## src/rtl/demux_pkg.sv

```systemverilog
// Shared types and constants for the 1x2 time-division demultiplexer.
package demux_pkg;

  typedef enum logic [1:0] {
    EMPTY  = 2'd0,
    HAVE_0 = 2'd1,
    HAVE_1 = 2'd2
  } pair_state_t;

  localparam logic CH0 = 1'b0;
  localparam logic CH1 = 1'b1;

endpackage

```

## src/rtl/four_bit_1x2_demux_if.sv

```systemverilog
// Bus-side and result-side signals of the demux, grouped for port reuse.
interface four_bit_1x2_demux_if #(
  parameter int unsigned WIDTH       = 4,
  parameter int unsigned COUNT_WIDTH = 8
);
  logic [WIDTH-1:0]       In;
  logic                   Select;
  logic                   In_Valid;
  logic                   Clear_Overrun;
  logic [WIDTH-1:0]       Out_0;
  logic [WIDTH-1:0]       Out_1;
  logic                   Out_0_Valid;
  logic                   Out_1_Valid;
  logic [2*WIDTH-1:0]     Pair_Out;
  logic                   Pair_Valid;
  logic                   Overrun;
  logic [COUNT_WIDTH-1:0] Pair_Count;

  modport master (
    output In, Select, In_Valid, Clear_Overrun,
    input  Out_0, Out_1, Out_0_Valid, Out_1_Valid,
    input  Pair_Out, Pair_Valid, Overrun, Pair_Count
  );

  modport slave (
    input  In, Select, In_Valid, Clear_Overrun,
    output Out_0, Out_1, Out_0_Valid, Out_1_Valid,
    output Pair_Out, Pair_Valid, Overrun, Pair_Count
  );
endinterface

```

## src/rtl/channel_hold_reg.sv

```systemverilog
// Load-enabled word register that holds its value and pulses valid on each load.
module channel_hold_reg #(
  parameter int unsigned WIDTH = 4
) (
  input  logic             clk,
  input  logic             rst_n,
  input  logic             load,
  input  logic [WIDTH-1:0] d,
  output logic [WIDTH-1:0] q,
  output logic             q_valid
);

  always_ff @(posedge clk) begin
    if (!rst_n) begin
      q       <= '0;
      q_valid <= 1'b0;
    end else begin
      if (load) q <= d;
      q_valid <= load;
    end
  end

endmodule

```

## src/rtl/four_bit_1x2_demux.sv

```systemverilog
// Registered 1x2 demux: routes tagged bus words to held channel outputs and
// pairs one ch0 with one ch1 word, flagging repeated-channel overruns.
module four_bit_1x2_demux
  import demux_pkg::*;
#(
  parameter int unsigned WIDTH       = 4,
  parameter int unsigned COUNT_WIDTH = 8
) (
  input logic                 Clock,
  input logic                 Reset_n,
  four_bit_1x2_demux_if.slave bus
);

  pair_state_t            state_q, state_d;
  logic [2*WIDTH-1:0]     pair_q, pair_d;
  logic                   pair_valid_q, pair_valid_d;
  logic [COUNT_WIDTH-1:0] count_q, count_d;
  logic                   overrun_q, overrun_d;
  logic                   overrun_set;
  logic [WIDTH-1:0]       out_0, out_1;
  logic                   out_0_valid, out_1_valid;
  logic                   load_0, load_1;

  assign load_0 = bus.In_Valid && (bus.Select == CH0);
  assign load_1 = bus.In_Valid && (bus.Select == CH1);

  channel_hold_reg #(.WIDTH(WIDTH)) u_hold_0 (
    .clk     (Clock),
    .rst_n   (Reset_n),
    .load    (load_0),
    .d       (bus.In),
    .q       (out_0),
    .q_valid (out_0_valid)
  );

  channel_hold_reg #(.WIDTH(WIDTH)) u_hold_1 (
    .clk     (Clock),
    .rst_n   (Reset_n),
    .load    (load_1),
    .d       (bus.In),
    .q       (out_1),
    .q_valid (out_1_valid)
  );

  // While a partial pair is pending, the waiting word is the one held on its channel output.
  always_comb begin
    state_d      = state_q;
    pair_d       = pair_q;
    pair_valid_d = 1'b0;
    count_d      = count_q;
    overrun_set  = 1'b0;
    unique case (state_q)
      EMPTY: begin
        if (load_0) state_d = HAVE_0;
        else if (load_1) state_d = HAVE_1;
      end
      HAVE_0: begin
        if (load_1) begin
          pair_d       = {bus.In, out_0};
          pair_valid_d = 1'b1;
          count_d      = count_q + COUNT_WIDTH'(1);
          state_d      = EMPTY;
        end else if (load_0) begin
          overrun_set = 1'b1;
        end
      end
      HAVE_1: begin
        if (load_0) begin
          pair_d       = {out_1, bus.In};
          pair_valid_d = 1'b1;
          count_d      = count_q + COUNT_WIDTH'(1);
          state_d      = EMPTY;
        end else if (load_1) begin
          overrun_set = 1'b1;
        end
      end
      default: state_d = EMPTY;
    endcase
    overrun_d = overrun_set | (overrun_q & ~bus.Clear_Overrun);
  end

  always_ff @(posedge Clock) begin
    if (!Reset_n) begin
      state_q      <= EMPTY;
      pair_q       <= '0;
      pair_valid_q <= 1'b0;
      count_q      <= '0;
      overrun_q    <= 1'b0;
    end else begin
      state_q      <= state_d;
      pair_q       <= pair_d;
      pair_valid_q <= pair_valid_d;
      count_q      <= count_d;
      overrun_q    <= overrun_d;
    end
  end

  assign bus.Out_0       = out_0;
  assign bus.Out_1       = out_1;
  assign bus.Out_0_Valid = out_0_valid;
  assign bus.Out_1_Valid = out_1_valid;
  assign bus.Pair_Out    = pair_q;
  assign bus.Pair_Valid  = pair_valid_q;
  assign bus.Overrun     = overrun_q;
  assign bus.Pair_Count  = count_q;

endmodule

```

## src/flat_wrapper.sv

```systemverilog
// flat-port wrapper written by rule: the top's interface ports become plain ports
module four_bit_1x2_demux_flat import demux_pkg::*;
#(
  parameter int unsigned WIDTH       = 4,
  parameter int unsigned COUNT_WIDTH = 8
)
  (Clock, Reset_n, bus_In, bus_Select, bus_In_Valid, bus_Clear_Overrun, bus_Out_0, bus_Out_1, bus_Out_0_Valid, bus_Out_1_Valid, bus_Pair_Out, bus_Pair_Valid, bus_Overrun, bus_Pair_Count);
  four_bit_1x2_demux_if #(.WIDTH(WIDTH), .COUNT_WIDTH(COUNT_WIDTH)) bus_i ();
  input logic Clock;
  input logic Reset_n;
  input wire logic [$bits(bus_i.In)-1:0] bus_In;
  input wire logic [$bits(bus_i.Select)-1:0] bus_Select;
  input wire logic [$bits(bus_i.In_Valid)-1:0] bus_In_Valid;
  input wire logic [$bits(bus_i.Clear_Overrun)-1:0] bus_Clear_Overrun;
  output wire logic [$bits(bus_i.Out_0)-1:0] bus_Out_0;
  output wire logic [$bits(bus_i.Out_1)-1:0] bus_Out_1;
  output wire logic [$bits(bus_i.Out_0_Valid)-1:0] bus_Out_0_Valid;
  output wire logic [$bits(bus_i.Out_1_Valid)-1:0] bus_Out_1_Valid;
  output wire logic [$bits(bus_i.Pair_Out)-1:0] bus_Pair_Out;
  output wire logic [$bits(bus_i.Pair_Valid)-1:0] bus_Pair_Valid;
  output wire logic [$bits(bus_i.Overrun)-1:0] bus_Overrun;
  output wire logic [$bits(bus_i.Pair_Count)-1:0] bus_Pair_Count;
  assign bus_i.In = bus_In;
  assign bus_i.Select = bus_Select;
  assign bus_i.In_Valid = bus_In_Valid;
  assign bus_i.Clear_Overrun = bus_Clear_Overrun;
  assign bus_Out_0 = bus_i.Out_0;
  assign bus_Out_1 = bus_i.Out_1;
  assign bus_Out_0_Valid = bus_i.Out_0_Valid;
  assign bus_Out_1_Valid = bus_i.Out_1_Valid;
  assign bus_Pair_Out = bus_i.Pair_Out;
  assign bus_Pair_Valid = bus_i.Pair_Valid;
  assign bus_Overrun = bus_i.Overrun;
  assign bus_Pair_Count = bus_i.Pair_Count;
  four_bit_1x2_demux #(.WIDTH(WIDTH), .COUNT_WIDTH(COUNT_WIDTH)) u_core (.Clock(Clock), .Reset_n(Reset_n), .bus(bus_i));
endmodule
```

## config.mk

```make
export PLATFORM = sky130hd
export DESIGN_NAME = four_bit_1x2_demux_flat
export DESIGN_NICKNAME = d
export VERILOG_FILES = /design/src/rtl/demux_pkg.sv /design/src/rtl/four_bit_1x2_demux_if.sv /design/src/rtl/channel_hold_reg.sv /design/src/rtl/four_bit_1x2_demux.sv /design/src/flat_wrapper.sv
export SDC_FILE = /design/constraint.sdc
export NUM_CORES = 1
export LEC_CHECK = 0
export ABC_AREA = 1
export CORE_ASPECT_RATIO = 0.7
export CORE_UTILIZATION = 42
export DETAILED_ROUTE_END_ITERATION = 8
export HOLD_SLACK_MARGIN = 0.15
export PLACE_DENSITY = 0.72
export SLEW_MARGIN = 20
export SYNTH_ARGS = -nofsm -noshare
export SYNTH_HDL_FRONTEND = slang
export SYNTH_SLANG_ARGS = --single-unit
export TNS_END_PERCENT = 30
```

## constraint.sdc

```tcl
create_clock -name Clock -period 1.4 [get_ports Clock]
set_clock_uncertainty 0.05 [all_clocks]
set_input_delay 0.21 -clock Clock [delete_from_list [all_inputs] [get_ports Clock]]
set_output_delay 0.21 -clock Clock [all_outputs]
set_load 0.02 [all_outputs]
```

Yosys cells after proc, flatten, opt, wreduce, memory -nomap -nowiden

Cells that the tools add are included.

Register bits: 30
Bits in latches: 0
Memory bits (writable): 0
Memory bits (read-only): 0
Output and inout bits: 28
Memories: 0

$add $sub $neg: 1
Multipliers: 0
Div/mod/pow operators: 0
$lt $le $gt $ge: 0
Equal/unequal tests: 5
Shifts and indexed selects: 0
Muxes and demuxes: 17
Bitwise logic cells: 4
Reductions and logical operators: 6

Operators with widths:

| operator                                                               | number |
|---|---|
| 8-bit 2-to-1 mux                                                       | 4 |
| 8-bit one-hot mux with 2 select lines                                  | 2 |
| 8-bit by 1-bit adder with 8-bit output (second input constant)         | 1 |
| 2-bit 2-to-1 mux                                                       | 4 |
| 2-bit one-hot mux with 3 select lines                                  | 1 |
| 3-bit AND reduction                                                    | 2 |
| 1-bit 2-to-1 mux                                                       | 4 |
| 2-bit inequality test (second input constant)                          | 2 |
| 1-bit one-hot mux with 2 select lines                                  | 2 |
| 3-bit inequality test (second input constant)                          | 1 |
| 2-bit by 1-bit equality test with 1-bit output (second input constant) | 1 |
| 2-bit equality test (second input constant)                            | 1 |
| 1-bit logical AND                                                      | 2 |
| 2-bit logical NOT                                                      | 1 |
| 1-bit NOT                                                              | 2 |
| 2-bit nonzero test                                                     | 1 |
| 1-bit bitwise AND                                                      | 1 |
| 1-bit bitwise OR                                                       | 1 |

Depth between registers and ports, before layout

Gate-level depths: netlist of the first run.

Depth in word-level cells: 6
Depth in mapped cells: 8

Cells and area by module

Synthesis of the first run repeated with hierarchy kept, for this count alone.

Cell total of the unflattened synthesis: 226
Area total of the unflattened synthesis: 1,496.4 sq um

By module, submodules not included:

| module             | instances | cells an instance | area each (sq um) |
|---|---|---|---|
| four_bit_1x2_demux | 1         | 170               | 1,088.5 |
| channel_hold_reg   | 2         | 28                | 203.9 |

Worst setup path after synthesis of the first run

Ideal clock, no wire load.

Path type: reg-to-reg
Start: register u_core.count_q[0] (netlist: u_core.bus.Pair_Count[0])
End: register u_core.count_q[6] (netlist: u_core.bus.Pair_Count[6])
Setup time: 0.113 ns
Arrival time: 1.244 ns
Required time: 1.237 ns
Setup slack: -0.007 ns
Cell stages (with the launch flop): 9
Path buffers: 0
Period minus slack after synthesis: 1.407 ns
Cell sequence: dfxtp_1 > ha_1 > nand2_1 > nor2_1 > nand2_1 > nor2_1 > nand2_1 > nand2_1 > nor2_1

Longest elaborated chain between the ends: 3
Elaborated cells between the ends (all ways): 4
Classes of those cells: add/sub (1); mux (3)

RTL lines:

| element                                  | line                                               | RTL |
|---|---|---|
| from (decl)                              | four_bit_1x2_demux.sv:17                           | `logic [COUNT_WIDTH-1:0] count_q, count_d;` |
| from (signal assigned)                   | four_bit_1x2_demux.sv:93                           | `count_q <= count_d;` |
| 8-bit by 1-bit adder with 8-bit output * | four_bit_1x2_demux.sv:61, four_bit_1x2_demux.sv:71 |  |
| 8-bit 2-to-1 mux (on tied branches)      | four_bit_1x2_demux.sv:68, four_bit_1x2_demux.sv:58 |  |
| 8-bit one-hot mux with 2 select lines *  | four_bit_1x2_demux.sv:52                           | `unique case (state_q)` |

Every way passes the cells marked *; elsewhere a longest branch is shown, timed or not. The select of a mux whose other input is x is not followed.
A chain may end at the register's enable or synchronous reset.

Worst setup path after layout of the first run

Start: register u_core.state_q[0]
End: register u_core.pair_q[3] (netlist: u_core.bus.Pair_Out[3])

Longest elaborated chain between the ends: 3
Elaborated cells between the ends (all ways): 7
Classes of those cells: eq/ne (4); mux (1); reduce/logical (2)

RTL lines:

| element                                                                                      | line                     | RTL |
|---|---|---|
| from (decl)                                                                                  | four_bit_1x2_demux.sv:14 | `pair_state_t state_q, state_d;` |
| from (signal assigned)                                                                       | four_bit_1x2_demux.sv:90 | `state_q <= state_d;` |
| 2-bit equality test / 2-bit by 1-bit equality test with 1-bit output (equally long branches) | four_bit_1x2_demux.sv:52 |  |
| 2-bit inequality test (no line) / 2-bit nonzero test (equally long branches)                 | -                        |  |
| 3-bit AND reduction (no line)                                                                | -                        |  |
| to (signal assigned)                                                                         | four_bit_1x2_demux.sv:91 | `pair_q <= pair_d;` |
| to (decl)                                                                                    | four_bit_1x2_demux.sv:15 | `logic [2*WIDTH-1:0] pair_q, pair_d;` |

Parallel ways exist; a longest one is shown, timed or not.

==> results of run 1 <==
==> timing repair <==
action / in CTS / in global routing
pin swaps: 1 / 7
hold buffers: 0 / 0
endpoints found under the setup margin: 43 / 16
setup buffers: 1 / 1
gates resized for setup: 37 / 24
cloned: 1 / 0
==> metrics by stage <==
step	instances	setup TNS, ns	hold slack (ns)
after global routing	286	-0.4456	0.4439
final	286	0	0.4161
after detailed placement	275	-4.203	0.4096
after floorplan	192	0	0.2957
after global placement	275	-3.039	0.4023
after CTS	285	0	0.4178
==> synth_stat cells, drive strengths merged <==
| cell type | n | share of area |
|---|---|---|
| a21oi | 15 | 0.056 |
| buf | 2 | 0.014 |
| clkbuf | 2 | 0.0056 |
| clkinv | 1 | 0.0028 |
| dfxtp | 30 | 0.45 |
| ha | 5 | 0.047 |
| inv | 15 | 0.042 |
| nand2 | 68 | 0.20 |
| nand3 | 4 | 0.024 |
| nor2 | 35 | 0.098 |
| o21ai | 13 | 0.049 |
| o22ai | 1 | 0.0047 |
| xor2 | 1 | 0.0065 |
==> flip-flops by register name, indices dropped and copies added, names as in the netlist, 2 cells and up <==
| signal | cells |
|---|---|
| u_core.state_q | 2 |
| u_core.u_hold_1.q | 4 |
| u_core.bus.Pair_Count | 8 |
| u_core.u_hold_0.q | 4 |
| u_core.bus.Pair_Out | 8 |
==> worst max-delay path by stage <==
| stage | start | end | slack [ns] | depth (start not counted) |
|---|---|---|---|---|
| floorplan | u_core.bus.Pair_Count[1] | u_core.bus.Pair_Count[6] | 0.006 | 8 |
| global placement | bus_In_Valid | u_core.bus.Pair_Count[4] | -0.17 | 8 |
| detailed placement | bus_In_Valid | u_core.bus.Pair_Out[0] | -0.25 | 7 |
| CTS | u_core.state_q[1] | u_core.bus.Pair_Count[6] | 0.007 | 8 |
| global route | u_core.state_q[0] | u_core.bus.Pair_Count[7] | -0.06 | 7 |
| finish | u_core.state_q[0] | u_core.bus.Pair_Out[3] | 0.01 | 6 |
==> power breakdown <==
part           leakage (uW)  internal (uW)  switching (uW)  total [uW]
sequential         0.000246            899            35.9         935
combinational      0.000670            192             264         456
clock             0.0000472            394             339         733
==> worst reg2reg max path, delay by kind of cell (launching register included) <==
family          cells  cell delay [ns]
flops               1             0.38
fa+ha+maj           1             0.29
buf+inv             2             0.25
simple gates        2             0.22
compound gates      1             0.06
==> layout make-up <==
cell class	count	area share
multi-input combinational	143	0.3714
tap	36	0.02225
clock inverter	2	0.006180
sequential	30	0.2998
clock buffer	6	0.04079
inverter	16	0.03399
timing repair buffer	53	0.2256
==> kinds of logic after synthesis <==
| group | count (synthesis) | share of synthesized area |
|---|---|---|
| compound gates | 29 | 0.1091 |
| xor+xnor | 1 | 0.006531 |
| fa+ha+maj | 5 | 0.04664 |
| buf+inv | 20 | 0.06436 |
| flops | 30 | 0.4478 |
| simple gates | 107 | 0.3256 |
==> layer usage <==
metal / global-route usage / vias up / share of wire / wire length, um
li1: - / 715 / - / -
met1: 0.3152 / 628 / 0.48 / 1784
met2: 0.3608 / 53 / 0.45 / 1661
met3: 0.06612 / 7 / 0.061 / 228
met4: 0.09524 / 0 / 0.013 / 48
met5: 0 / - / 0 / 0
==> cell usage in the layout (no fill, tap or decap), types with 2 or more instances in the layout <==
| cell type | instances |
|---|---|
| buf_4 | 16 |
| inv_2 | 2 |
| inv_1 | 11 |
| nand2_2 | 9 |
| nand3_1 | 3 |
| dfxtp_2 | 2 |
| a21oi_2 | 2 |
| nand2_4 | 2 |
| nor2_1 | 30 |
| ha_1 | 2 |
| ha_4 | 3 |
| nor2_4 | 2 |
| clkdlybuf4s50_1 | 8 |
| clkinv_2 | 2 |
| nand2_1 | 57 |
| dlygate4sd2_1 | 28 |
| nor2_2 | 3 |
| o21ai_0 | 12 |
| dfxtp_1 | 27 |
| a21oi_1 | 13 |
| clkbuf_8 | 6 |
==> results.sh, run 1 <==
export IMPL_fillers=239
export IMPL_hp_start="u_core.bus.Pair_Out[2]"
export IMPL_ys_ff_latch=30
export IMPL_cts_sinks=30
export IMPL_path_delay_family="flip-flops"
export IMPL_syn_area_per_cell_um2=6.986
export IMPL_area_delta_synth_final_pct=50.93
export IMPL_rsz0062_at_grt="true"
export IMPL_critPathMaxFanout=6
export IMPL_ctsHtreeMaxLevel=2
export IMPL_syn_cell_area_um2=1341
export IMPL_fp_dieW_um=69.55
export IMPL_fin_util=0.6926
export IMPL_status="complete, no violations"
export IMPL_syn_num_nets=206
export IMPL_rows=16
export IMPL_root_buffer="clkbuf_8"
export IMPL_rr_endpoint="u_core.bus.Pair_Out[3]"
export IMPL_cts_made_buffers=5
export IMPL_ant_nets=0
export IMPL_multi_input_area_um2=752.0
export IMPL_reg2reg_depth=6
export IMPL_fin_nets=263
export IMPL_drcViolationCount=0
export IMPL_min_path_cells=2
export IMPL_min_path_type="reg -> reg"
export IMPL_path_clk_slew_ns=0.06
export IMPL_cp_slowest_stage_delay_ns=0.38
export IMPL_start_kind="flip-flop"
export IMPL_die_y_um=49.28
export IMPL_finalSetupViolCount=0
export IMPL_netlist_instances=192
export IMPL_drtIter0Drc=97
export IMPL_fmax_mhz=720.7
export IMPL_ys_warn_count=0
export IMPL_gr_total_overflow=0
export IMPL_via_per_inst=4.906
export IMPL_slew_violations=0
export IMPL_cts_buffer_depth=2
export IMPL_r2r_start="u_core.state_q[0]"
export IMPL_crit_chain="inv_4 > ha_4 > nand3_4 > buf_6 > nand2_1 > a21oi_1"
export IMPL_ys_types=18
export IMPL_clock_latency_ns=0.28
export IMPL_r2r_slack_ns=0.01
export IMPL_first_pass_iters=4
export IMPL_place_gp_congestion=0.8294
export IMPL_preCtsSetupSlack_ns=-0.2517
export IMPL_worst_setup_path_type="reg -> reg"
export IMPL_start_util=0.4589
export IMPL_powerDensity_nw_per_um2=1049
export IMPL_vias=1403
export IMPL_grt_max_degree=16
export IMPL_num_antenna_cells=0
export IMPL_grt_pass1_wl_um=6244
export IMPL_place_area_um2=1834
export IMPL_dieArea_um2=3427
export IMPL_drv_cap=0
export IMPL_fin_crit_ns=1.388
export IMPL_worstMarginPinSlew_ns=0.4857
export IMPL_num_io_pins=37
export IMPL_yosysSeqAreaShare=0.4478
export IMPL_io_buffer_count=36
export IMPL_final_area_um2=2024
export IMPL_antenna_found_initial=0
export IMPL_regArea_um2=606.8
export IMPL_hpwl_um=2665
export IMPL_routedWlPerCell_um=13.01
export IMPL_power_uw=2124
export IMPL_slowest_stage="dfxtp_4"
export IMPL_crit_buf_inv=2
export IMPL_holdPathEnd="u_core.bus.Pair_Out[2]"
export IMPL_cts_tree="done"
export IMPL_cellLeakagePower_uw=0.0009627
export IMPL_period_share=0.9911
export IMPL_core_area_um2=2923
export IMPL_worst_slew_margin_rel=0.6758
export IMPL_hold_violations=0
export IMPL_track_usage=0.2365
export IMPL_required_ns=1.50
export IMPL_grt_pass1_vias=1309
export IMPL_worst_slack_ns=0.01246
export IMPL_wl_um=3722
export IMPL_crit_arrival_ns=1.49
export IMPL_end_kind="flip-flop"
export IMPL_vdd_drop_max_uv=584.7
export IMPL_drive_gt1_frac=0.2240
Power figures use the tool's default switching activity.
==> run 2: changes to the inputs <==
Settings changed: HOLD_SLACK_MARGIN 0.15 to 0.1.
==> results of run 2 <==
The final DEF is identical to that of run 1; final timing and power are the same.
